File: src/rtl/mem_arb_pkg.sv
// Shared encodings for the two-port memory arbiter: FSM states, owner IDs, error word.
package mem_arb_pkg;

    typedef enum logic [1:0] {
        IDLE  = 2'd0,
        ISSUE = 2'd1,
        WAIT  = 2'd2
    } state_e;

    typedef enum logic {
        OWN_IF = 1'b0,
        OWN_D  = 1'b1
    } owner_e;

    localparam logic [31:0] DEFAULT_ERR_DATA = 32'hDEADBEEF;

endpackage

File: src/rtl/rr_arb2.sv
// Combinational two-way round-robin pick; under contention the port that did not own the last access wins.
module rr_arb2
    import mem_arb_pkg::*;
(
    input  logic [1:0] req,
    input  owner_e     last_owner,
    output logic       grant_valid,
    output owner_e     owner
);

    always_comb begin
        grant_valid = |req;
        owner       = OWN_IF;
        if (req == 2'b11) begin
            owner = (last_owner == OWN_IF) ? OWN_D : OWN_IF;
        end else if (req[1]) begin
            owner = OWN_D;
        end
    end

endmodule

File: src/rtl/mem_arbiter.sv
// Shares one mem_controller command port between instruction fetch and load/store, one access at a time.
// Grant one cycle after the request is seen, Execute the cycle after that, Valid one cycle after DataReady.
module mem_arbiter
    import mem_arb_pkg::*;
#(
    parameter int unsigned TIMEOUT_CYCLES = 16,
    parameter logic [31:0] ERR_DATA       = DEFAULT_ERR_DATA
) (
    input  logic        Clk,
    input  logic        Reset,
    input  logic        IF_Req,
    input  logic [31:0] IF_Addr,
    output logic        IF_Grant,
    output logic [31:0] IF_Data,
    output logic        IF_Valid,
    input  logic        D_Req,
    input  logic        D_We,
    input  logic [31:0] D_Addr,
    input  logic [31:0] D_InData,
    input  logic [1:0]  D_ByteEn,
    input  logic        D_SignExtend,
    output logic        D_Grant,
    output logic [31:0] D_OutData,
    output logic        D_Valid,
    output logic        Err,
    input  logic        CTL_Ready,
    output logic        CTL_Execute,
    output logic        CTL_We,
    output logic [31:0] CTL_Address,
    output logic [31:0] CTL_InData,
    output logic [1:0]  CTL_ByteEn,
    output logic        CTL_SignExtend,
    input  logic [31:0] CTL_OutData,
    input  logic        CTL_DataReady
);

    localparam int CW = (TIMEOUT_CYCLES == 0) ? 1 : $clog2(TIMEOUT_CYCLES + 1);
    localparam logic [CW-1:0] LIMIT = (TIMEOUT_CYCLES == 0) ? '0 : CW'(TIMEOUT_CYCLES - 1);

    state_e        state, state_nxt;
    owner_e        owner_q, owner_nxt;
    owner_e        last_owner, last_owner_nxt;
    logic [CW-1:0] cnt, cnt_nxt;

    logic          if_grant_nxt, d_grant_nxt, if_valid_nxt, d_valid_nxt, err_nxt, exec_nxt;
    logic [31:0]   if_data_nxt, d_data_nxt;
    logic          we_nxt, se_nxt;
    logic [31:0]   addr_nxt, indata_nxt;
    logic [1:0]    be_nxt;

    logic          arb_vld;
    owner_e        arb_owner;

    rr_arb2 u_rr (
        .req         ({D_Req, IF_Req}),
        .last_owner  (last_owner),
        .grant_valid (arb_vld),
        .owner       (arb_owner)
    );

    always_comb begin
        state_nxt      = state;
        owner_nxt      = owner_q;
        last_owner_nxt = last_owner;
        cnt_nxt        = cnt;
        if_grant_nxt   = 1'b0;
        d_grant_nxt    = 1'b0;
        if_valid_nxt   = 1'b0;
        d_valid_nxt    = 1'b0;
        err_nxt        = 1'b0;
        exec_nxt       = 1'b0;
        if_data_nxt    = IF_Data;
        d_data_nxt     = D_OutData;
        we_nxt         = CTL_We;
        se_nxt         = CTL_SignExtend;
        addr_nxt       = CTL_Address;
        indata_nxt     = CTL_InData;
        be_nxt         = CTL_ByteEn;

        case (state)
            IDLE: begin
                if (CTL_Ready && arb_vld) begin
                    owner_nxt = arb_owner;
                    state_nxt = ISSUE;
                    if (arb_owner == OWN_D) begin
                        d_grant_nxt = 1'b1;
                        we_nxt      = D_We;
                        addr_nxt    = D_Addr;
                        indata_nxt  = D_InData;
                        be_nxt      = D_ByteEn;
                        se_nxt      = D_SignExtend;
                    end else begin
                        // Fetches are always full-word reads; write data is left as-is.
                        if_grant_nxt = 1'b1;
                        we_nxt       = 1'b0;
                        addr_nxt     = IF_Addr;
                        be_nxt       = 2'b11;
                        se_nxt       = 1'b0;
                    end
                end
            end
            ISSUE: begin
                exec_nxt  = 1'b1;
                cnt_nxt   = '0;
                state_nxt = WAIT;
            end
            WAIT: begin
                cnt_nxt = cnt + CW'(1);
                if (CTL_DataReady) begin
                    if (owner_q == OWN_D) begin
                        d_data_nxt  = CTL_OutData;
                        d_valid_nxt = 1'b1;
                    end else begin
                        if_data_nxt  = CTL_OutData;
                        if_valid_nxt = 1'b1;
                    end
                    last_owner_nxt = owner_q;
                    state_nxt      = IDLE;
                end else if (TIMEOUT_CYCLES != 0 && cnt == LIMIT) begin
                    if (owner_q == OWN_D) begin
                        d_data_nxt  = ERR_DATA;
                        d_valid_nxt = 1'b1;
                    end else begin
                        if_data_nxt  = ERR_DATA;
                        if_valid_nxt = 1'b1;
                    end
                    err_nxt        = 1'b1;
                    last_owner_nxt = owner_q;
                    state_nxt      = IDLE;
                end
            end
            default: state_nxt = IDLE;
        endcase
    end

    always_ff @(posedge Clk or posedge Reset) begin
        if (Reset) begin
            state          <= IDLE;
            owner_q        <= OWN_IF;
            last_owner     <= OWN_IF;
            cnt            <= '0;
            IF_Grant       <= 1'b0;
            D_Grant        <= 1'b0;
            IF_Valid       <= 1'b0;
            D_Valid        <= 1'b0;
            Err            <= 1'b0;
            IF_Data        <= '0;
            D_OutData      <= '0;
            CTL_Execute    <= 1'b0;
            CTL_We         <= 1'b0;
            CTL_Address    <= '0;
            CTL_InData     <= '0;
            CTL_ByteEn     <= 2'b11;
            CTL_SignExtend <= 1'b0;
        end else begin
            state          <= state_nxt;
            owner_q        <= owner_nxt;
            last_owner     <= last_owner_nxt;
            cnt            <= cnt_nxt;
            IF_Grant       <= if_grant_nxt;
            D_Grant        <= d_grant_nxt;
            IF_Valid       <= if_valid_nxt;
            D_Valid        <= d_valid_nxt;
            Err            <= err_nxt;
            IF_Data        <= if_data_nxt;
            D_OutData      <= d_data_nxt;
            CTL_Execute    <= exec_nxt;
            CTL_We         <= we_nxt;
            CTL_Address    <= addr_nxt;
            CTL_InData     <= indata_nxt;
            CTL_ByteEn     <= be_nxt;
            CTL_SignExtend <= se_nxt;
        end
    end

endmodule

File: config.mk
export PLATFORM = sky130hd
export DESIGN_NAME = mem_arbiter
export DESIGN_NICKNAME = d
export VERILOG_FILES = /design/src/rtl/mem_arb_pkg.sv /design/src/rtl/rr_arb2.sv /design/src/rtl/mem_arbiter.sv
export SDC_FILE = /design/constraint.sdc
export NUM_CORES = 1
export LEC_CHECK = 0
export CORE_MARGIN = 3
export CORE_UTILIZATION = 46
export CTS_BUF_LIST = sky130_fd_sc_hd__clkbuf_4
export DETAILED_ROUTE_END_ITERATION = 12
export PLACE_DENSITY_LB_ADDON = 0.12
export SLEW_MARGIN = 25
export SYNTH_ARGS = -nofsm -noshare
export SYNTH_HDL_FRONTEND = slang
export SYNTH_HIERARCHICAL = 1
export SYNTH_SLANG_ARGS = --single-unit
File: constraint.sdc
create_clock -name Clk -period 12.9 [get_ports Clk]
set_input_delay 2.58 -clock Clk [delete_from_list [all_inputs] [get_ports Clk]]
set_output_delay 2.58 -clock Clk [all_outputs]
set_load 0.02 [all_outputs]
# ---- Word-level counts from Yosys, hierarchy flattened
# Index checks and enable logic that the tools add are counted.
dict set report op_classes {
  add_sub_neg 1
  eq_ne 6
  mux 40
  bitwise_logic 1
  n_reduce_logical 11
}
# op count
set op_table {}
lappend op_table {{$mux 32} 9}
lappend op_table {{$mux 1} 25}
lappend op_table {{$pmux 5 s2} 1}
lappend op_table {{$reduce_and 3->1} 3}
lappend op_table {{$mux 2} 4}
lappend op_table {{$pmux 2 s3} 1}
lappend op_table {{$reduce_and 2->1} 3}
lappend op_table {{$add 5x1->5 const B} 1}
lappend op_table {{$eq 5x4->1 const B} 1}
lappend op_table {{$eq 2x2->1 const B} 2}
lappend op_table {{$reduce_bool 2->1} 2}
lappend op_table {{$ne 3x3->1 const B} 1}
lappend op_table {{$eq 2x1->1 const B} 1}
lappend op_table {{$logic_not 2->1} 1}
lappend op_table {{$ne 2x2->1 const B} 1}
lappend op_table {{$reduce_or 2->1} 1}
lappend op_table {{$logic_and 1x1->1} 1}
lappend op_table {{$not 1->1} 1}
dict set report totals {
  register_bits 147
  in_bits 138
  out_inout_bits 138
  word_cells 76
}

# ---- Logic depth before layout (Yosys ltp)
# Gate-level depths: netlist (run 1).
dict set report depth {
  word_depth 5
  depth_mapped 8
  depth_no_buf 6
}

# ---- Hierarchy
# The synthesis (run 1) kept the hierarchy.
# module n_inst cells_each area_per_inst_um2 seq_area_each_um2
set by_module_without_submodules {}
lappend by_module_without_submodules {mem_arbiter 1 521 6083.3 3681.0}
lappend by_module_without_submodules {rr_arb2 1 2 13.8 0.0}

# ---- Worst setup path before layout (run 1)
# OpenSTA, ideal clock, no wires.
dict set report synth_path {
  kind {input-to-reg}
  from {input port D_Req}
  to {register CTL_InData[10]}
  setup_time_ps 125
  arrival_ps 3511
  t_required_ps 12775
  setup_slack_ps 9264
  path_stages 5
  path_buffers 2
  path_cell_list {a21boi_1 > buf_4 > nand4_4 > buf_6 > mux2_4}
}
dict set report synth_between {
  elab_chain_len 3
  elab_cells_between_ends 6
  classes_between {eq/ne (1); mux (2); reduce/logical (3)}
}
# element line
set synth_lines {}
lappend synth_lines {{start: declaration} mem_arbiter.sv:16} ;# input logic D_Req,
lappend synth_lines {{$eq 2x2->1, or another cell as far along} rr_arb2.sv:14} ;# if (req == 2'b11) begin
lappend synth_lines {{$mux 1 / $logic_and 1x1->1 (equally long branches)} {rr_arb2.sv:14, mem_arbiter.sv:82}}
lappend synth_lines {{$reduce_and 3->1 (no source line) *} -}
lappend synth_lines {{end signal: assignment} mem_arbiter.sv:170} ;# CTL_InData <= indata_nxt;
lappend synth_lines {{end: declaration} mem_arbiter.sv:30} ;# output logic [31:0] CTL_InData,
# Mark *: on every way between the ends. The rest lies on a longest branch, timed or not.
# A chain may end at the register's enable or synchronous reset.

# ---- Final worst setup path (run 1)
dict set report layout_path {
  from {input port D_Req}
  to {register CTL_InData[10]}
}
dict set report layout_between {
  elab_chain_len 3
  elab_cells_between_ends 6
  classes_between {eq/ne (1); mux (2); reduce/logical (3)}
}
# element line
set layout_lines {}
lappend layout_lines {{$eq 2x2->1 / $mux 1 (equally long branches)} {rr_arb2.sv:14, rr_arb2.sv:16}}
lappend layout_lines {{$mux 1 *} rr_arb2.sv:14}
lappend layout_lines {{net arb_owner} mem_arbiter.sv:52} ;# owner_e arb_owner;
lappend layout_lines {{$reduce_and 3->1 (no source line) *} -}
# The timed path passes the listed nets; every way through them passes the cells marked *.

==> flow_metrics.env, run 1 <==
export IMPL_synthArstFlopShare_pct=100.0
export IMPL_status="finished clean"
export IMPL_ant_nets=0
export IMPL_drt_initial_drc_count=280
export IMPL_gr_usage_all_layers_pct=22.79
export IMPL_clkLatencyLatePin_ns=0.54
export IMPL_period_minus_slack_ns=4.648
export IMPL_ctsHoldBuffers=0
export IMPL_max_cap_violations=0
export IMPL_swShare_pct=37.55
export IMPL_leakage_nw=4.128
export IMPL_hold_start="CTL_Address[20]"
export IMPL_grt_pass1_vias=5027
export IMPL_layout_common_cells="clkdlybuf4s50_1, dfrtp_1, o21ai_0"
export IMPL_multi_input_area_um2=2203
export IMPL_n_fill_cell=952
export IMPL_finalSetupViolations=0
export IMPL_numPortBuffers=275
export IMPL_ys_ff_latch=147
export IMPL_criticalPathCategory="in -> reg"
export IMPL_postSynthAreaPerCell_um2=11.66
export IMPL_wirelength_um=16800
export IMPL_grt_max_degree=87
export IMPL_max_slew_margin_pct=43.16
export IMPL_route_detailed_wl_per_inst_um=17.25
export IMPL_cp_max_fo=36
export IMPL_post_route_period_util_pct=36.03
export IMPL_dp_hpwl_um=12330
export IMPL_mostFrequentLayoutCell="clkdlybuf4s50_1"
export IMPL_ys_flop_type="dfrtp_1"
export IMPL_drc=0
export IMPL_fmax_mhz=215.2
export IMPL_clock_root_buffer="clkbuf_4"
export IMPL_register_area_um2=3681
export IMPL_fp_dieW_um=121.1
export IMPL_syn2layout_area_growth_pct=51.96
export IMPL_syn_nets=666
export IMPL_p_seq_share_pct=36.1
export IMPL_nets=931
export IMPL_post_cts_resized=0
export IMPL_worst_pin_slew_ns=0.8510
export IMPL_ys_warn_count=6
export IMPL_hold_violations=0
export IMPL_cp_end_kind="flop"
export IMPL_die_area_um2=14670
export IMPL_grt_overflow=0
export IMPL_post_cts_setup_buffer_count=0
export IMPL_post_drt_via_cell_ratio=5.023
export IMPL_clkPwrFrac_pct=15.0
export IMPL_p_sw_mw=0.8256
export IMPL_combPwrFrac_pct=49.0
export IMPL_whs_path_depth=2
export IMPL_antenna_found_initial=0
export IMPL_cts_made_buffers=17
export IMPL_num_rows=41
export IMPL_cellInternalPower_mw=1.373
export IMPL_timing_rr_end="CTL_InData[10]"
export IMPL_ys_seq_area_share_pct=60.37
export IMPL_clk_path_buf_depth=2
export IMPL_p_per_area_nw_per_um2=237.3
export IMPL_hold_path_class="reg -> reg"
export IMPL_post_synth_instance_area_um2=6097
export IMPL_setup_tns_ns=0
export IMPL_cts_tree="done"
export IMPL_path_clk_slew_ns=0.11
export IMPL_synth_edf_count=0
export IMPL_drt_pass1_iter_count=5
export IMPL_synth_cell_types=32
export IMPL_io_pins=276
export IMPL_gp_congestion=0.7668
export IMPL_core_area_um2=12770
export IMPL_initial_core_util_pct=47.73
export IMPL_via_count=4892
export IMPL_die_y_um=121.1
export IMPL_slew_viol_final=0
export IMPL_clock_sink_count=147
export IMPL_r2r_start="last_owner"
export IMPL_hold_slack_ns=0.4866
export IMPL_synthCells=523
export IMPL_start_kind="primary input"
export IMPL_cp_arrival_ns=5.07
export IMPL_peakVddDrop_mv=0.1256
export IMPL_rsz0062_at_grt="no"
export IMPL_grt_pass1_wl_um=26100
export IMPL_cp_data_required_time_ns=13.32
export IMPL_cts_htree_levels=4
export IMPL_fin_worst_skew_ns=0.01874
export IMPL_reg2reg_depth=4
export IMPL_min_to="CTL_Address[20]"
export IMPL_r2r_setup_slack_ns=10.33
export IMPL_drive_gt1_share_pct=9.363
## registers in the layout (all words and copies together) (netlist names)
| name | cells |
|---|---|
| owner_q | 1 |
| IF_Grant | 1 |
| CTL_InData | 32 |
| Err | 1 |
| cnt | 5 |
| CTL_ByteEn | 2 |
| D_Valid | 1 |
| IF_Data | 32 |
| CTL_SignExtend | 1 |
| CTL_We | 1 |
| IF_Valid | 1 |
| state | 2 |
| last_owner | 1 |
| CTL_Address | 32 |
| CTL_Execute | 1 |
| D_OutData | 32 |
| D_Grant | 1 |
## stage by stage
step / util, % / area (µm²) / setup WS, ns / cells / power [mW]
2_1_floorplan: - / 6097 / 6.372 / 523 / 1.328
3_3_place_gp: 69.90 / 8929 / 7.765 / 941 / 1.852
3_5_place_dp: 69.90 / 8929 / 7.668 / 941 / 1.889
4_1_cts: 72.46 / 9255 / 8.266 / 973 / 2.219
5_1_grt: 72.51 / 9263 / 8.181 / 973 / 2.321
6_report: 72.53 / 9265 / 8.252 / 974 / 2.199
## power by group through the flow
stage	Sequential [mW]	Clock [mW]	Combinational [mW]
final	0.793	0.329	1.08
after global routing	0.819	0.355	1.15
after CTS	0.795	0.336	1.09
after detailed placement	0.804	0	1.08
after global placement	0.791	0	1.06
after floorplan	1.04	0	0.292
## critical path, cell delays in order
cell	delay, ns
clkdlybuf4s50_1	0.48
a21boi_4	0.16
buf_4	0.48
nand4_4	0.78
mux2_4	0.56
## synthesized netlist by cell type, drive strengths merged, types with 2 or more instances
| library cell | n | area, µm² |
|---|---|---|
| and3 | 2 | 12.51 |
| dfstp | 2 | 52.55 |
| or2 | 2 | 15.02 |
| inv | 9 | 33.78 |
| o21ai | 134 | 674.4 |
| nor2b | 25 | 156.4 |
| ha | 5 | 62.56 |
| dfrtp | 145 | 3628 |
| clkbuf | 15 | 56.30 |
| nand2 | 79 | 296.5 |
| mux2i | 33 | 330.3 |
| o22a | 2 | 17.52 |
| nand3 | 5 | 25.02 |
| mux2 | 33 | 473.0 |
| buf | 20 | 155.1 |
| a22o | 2 | 17.52 |
## how the worst max path moves through the flow
stage,from,end,slack [ns],cells past startpoint
CTS,D_Req,CTL_InData[15],8.27,5
floorplan,Reset,CTL_Address[0],6.37,1
finish,D_Req,CTL_InData[10],8.25,5
global placement,D_Req,CTL_InData[14],7.76,5
global route,D_Req,CTL_InData[14],8.18,5
detailed placement,D_Req,CTL_InData[15],7.67,5
## cell families (layout without fill, tap and decap cells)
family	Yosys count	in the layout	share of synthesized area, %
adders and majority gates	5	5	1.026
other	0	1	0
buffers and inverters	44	322	4.022
and+or+nand+nor	118	118	9.091
AOI/OAI and AO/OA	143	143	12.31
DFF	147	147	60.37
muxes	66	66	13.17
## layer usage
layer	up-vias	wire, µm	track usage (%)
met1	2355	6588	27.30
met5	-	0	0
li1	2315	-	-
met4	0	343	6.232
met2	192	8618	39.91
met3	30	1251	6.946
## area by class of cell
| cell class | instances | share of cell area [%] |
|---|---|---|
| sequential | 147 | 39.73 |
| antenna | 1 | 0.02701 |
| clock inverter | 14 | 2.066 |
| multi-input combinational | 332 | 23.78 |
| inverter | 9 | 0.4186 |
| clock buffer | 18 | 1.458 |
| tap | 172 | 2.323 |
| timing repair buffer | 281 | 30.20 |
No activity file was read; power rests on OpenSTA's default activity.
==> inputs of run 2 (changes only) <==
--- a/config.mk
+++ b/config.mk
@@ -6,7 +6,7 @@
 export NUM_CORES = 1
 export LEC_CHECK = 0
 export CORE_MARGIN = 3
-export CORE_UTILIZATION = 46
+export CORE_UTILIZATION = 39
 export CTS_BUF_LIST = sky130_fd_sc_hd__clkbuf_4
 export DETAILED_ROUTE_END_ITERATION = 12
 export PLACE_DENSITY_LB_ADDON = 0.12
==> constraint.sdc (replaced) <==
create_clock -name Clk -period 3.83 [get_ports Clk]
set_input_delay 0.766 -clock Clk [delete_from_list [all_inputs] [get_ports Clk]]
set_output_delay 0.766 -clock Clk [all_outputs]
set_load 0.02 [all_outputs]
==> run 2 against run 1 <==
Global-route usage down 3.7 points; register-to-register slack worse by 8.7 ns; sequential cell count unchanged; core utilization is 11 points lower; non-clock buffer count is the same; first-iteration DRC count decreased by 16%; critical endpoint is now CTL_ByteEn[0]; highest routed layer unchanged.
==> flow_metrics.env, run 2 (synthesized netlist as in run 1, its figures left out) <==
export IMPL_p_sw_mw=2.770
export IMPL_min_to="D_OutData[7]"
export IMPL_grt_max_degree=69
export IMPL_hold_violations=0
export IMPL_fp_dieW_um=131.0
export IMPL_path_clk_slew_ns=0.13
export IMPL_hold_path_class="reg -> reg"
export IMPL_numPortBuffers=275
export IMPL_drc=0
export IMPL_cts_made_buffers=17
export IMPL_drt_initial_drc_count=234
export IMPL_post_route_period_util_pct=64.51
export IMPL_period_minus_slack_ns=2.471
export IMPL_status="finished clean"
export IMPL_fmax_mhz=404.8
export IMPL_antenna_found_initial=0
export IMPL_post_cts_setup_buffer_count=0
export IMPL_finalSetupViolations=0
export IMPL_reg2reg_depth=4
export IMPL_clock_root_buffer="clkbuf_4"
export IMPL_die_y_um=131.0
export IMPL_cp_data_required_time_ns=3.06
export IMPL_final_util_pct=61.15
export IMPL_peakVddDrop_mv=0.3901
export IMPL_timing_rr_end="CTL_InData[13]"
export IMPL_clkPwrFrac_pct=14.0
export IMPL_post_cts_resized=0
export IMPL_die_area_um2=17170
export IMPL_mostFrequentLayoutCell="clkdlybuf4s50_1"
export IMPL_combPwrFrac_pct=49.0
export IMPL_cellInternalPower_mw=4.527
export IMPL_leakage_nw=4.125
export IMPL_cts_htree_levels=4
export IMPL_layout_common_cells="clkdlybuf4s50_1, dfrtp_1, o21ai_0"
export IMPL_rsz0062_at_grt="no"
export IMPL_r2r_setup_slack_ns=1.59
export IMPL_core_area_um2=15260
export IMPL_p_per_area_nw_per_um2=782.0
export IMPL_wirelength_um=16800
export IMPL_clk_path_buf_depth=2
export IMPL_hold_slack_ns=0.4882
export IMPL_max_cap_violations=0
export IMPL_drt_pass1_iter_count=4
export IMPL_n_antenna_cell=0
export IMPL_initial_core_util_pct=39.96
export IMPL_p_seq_share_pct=37.0
export IMPL_gp_congestion=0.7678
export IMPL_post_place_ws_ns=0.8178
export IMPL_r2r_start="state[0]"
export IMPL_via_count=4816
export IMPL_crit_buf_inv=1
export IMPL_setup_tns_ns=0
export IMPL_criticalPathCategory="reg -> out"
export IMPL_worst_slack_ns=1.359
export IMPL_clock_sink_count=147
export IMPL_fin_cells=1012
export IMPL_swShare_pct=37.96
export IMPL_finalPower_mw=7.296
export IMPL_path_cells="clkdlybuf4s50_1"
export IMPL_io_pins=276
export IMPL_syn2layout_area_growth_pct=53.03
export IMPL_ant_nets=0
export IMPL_dp_hpwl_um=12470
export IMPL_post_drt_via_cell_ratio=4.759
export IMPL_fin_worst_skew_ns=0.01648
export IMPL_stdcell_area_um2=9330
export IMPL_grt_overflow=0
export IMPL_slew_viol_final=0
export IMPL_nets=931
export IMPL_placed_cells=980
export IMPL_cp_end_kind="output port"
export IMPL_route_detailed_wl_per_inst_um=16.60
export IMPL_ctsHoldBuffers=0
export IMPL_grt_pass1_wl_um=25140
export IMPL_drive_gt1_share_pct=10.11
export IMPL_num_rows=45
export IMPL_whs_path_depth=2
export IMPL_gr_usage_all_layers_pct=19.10
export IMPL_hold_start="D_OutData[7]"
export IMPL_grt_pass1_vias=4745
export IMPL_start_kind="flop"
export IMPL_slowest_stage="clkdlybuf4s50_1"
export IMPL_worst_pin_slew_ns=0.8935
export IMPL_placed_area_um2=9015
export IMPL_cts_tree="done"
export IMPL_cp_arrival_ns=1.70
export IMPL_crit_family="buffers and inverters"
export IMPL_clkLatencyLatePin_ns=0.53
export IMPL_slowest_delay_ns=0.62
export IMPL_cp_max_fo=2
export IMPL_max_slew_margin_pct=40.32
[run 2: cell count changes in the layout (fill, tap and decap cells not counted)]
cell	previous run	this run
clkinvlp_4	1	4
bufinv_16	5	3
clkinv_4	0	2
dfrtp_1	145	144
buf_4	6	3
dfrtp_2	0	1
inv_6	1	2
diode_2	1	0
clkbuf_4	18	20
clkinv_1	5	0
clkinv_2	3	2
buf_12	0	3
[run 2: metal layers]
metal  global-route usage, %  up-vias  routed length [µm]
li1                        -     2330                   -
met1                   24.02     2308                6855
met2                   31.48      167                8493
met3                   5.976       11                1261
met4                   6.171        0                 191
met5                       0        -                   0
[run 2: power by group through the flow]
stage	clock network [mW]	logic, mW	registers (mW)
final	1.02	3.57	2.70
after global routing	1.13	3.84	2.79
after CTS	1.07	3.63	2.70
after detailed placement	0	3.62	2.73
after global placement	0	3.57	2.70
after floorplan	0	0.985	3.49
[run 2: final cells by class]
class                      instances  area, µm²
fill                            1285       5928
sequential                       147       3682
timing repair buffer             281       2835
multi-input combinational        332       2203
tap                              211      264.0
clock inverter                    12      157.7
clock buffer                      20      150.1
inverter                           9      37.54
[run 2: how the worst max path moves through the flow]
| stage | start | endpoint | slack (ns) | cells after the start |
|---|---|---|---|---|
| final | CTL_ByteEn[0] | CTL_ByteEn[0] | 1.36 | 1 |
| after global routing | CTL_ByteEn[0] | CTL_ByteEn[0] | 1.25 | 1 |
| after floorplan | Reset | CTL_Address[0] | 1.22 | 1 |
| after global placement | IF_Req | CTL_SignExtend | 0.92 | 4 |
| after CTS | CTL_ByteEn[0] | CTL_ByteEn[0] | 1.28 | 1 |
| after detailed placement | IF_Req | CTL_Address[20] | 0.82 | 5 |
[run 2: worst register-to-register path, cell delays in order, from the launching register on]
cell and delay, ns:
dfrtp_1 0.40, inv_1 0.09, ha_1 0.32, nand4_4 0.73, mux2_4 0.59
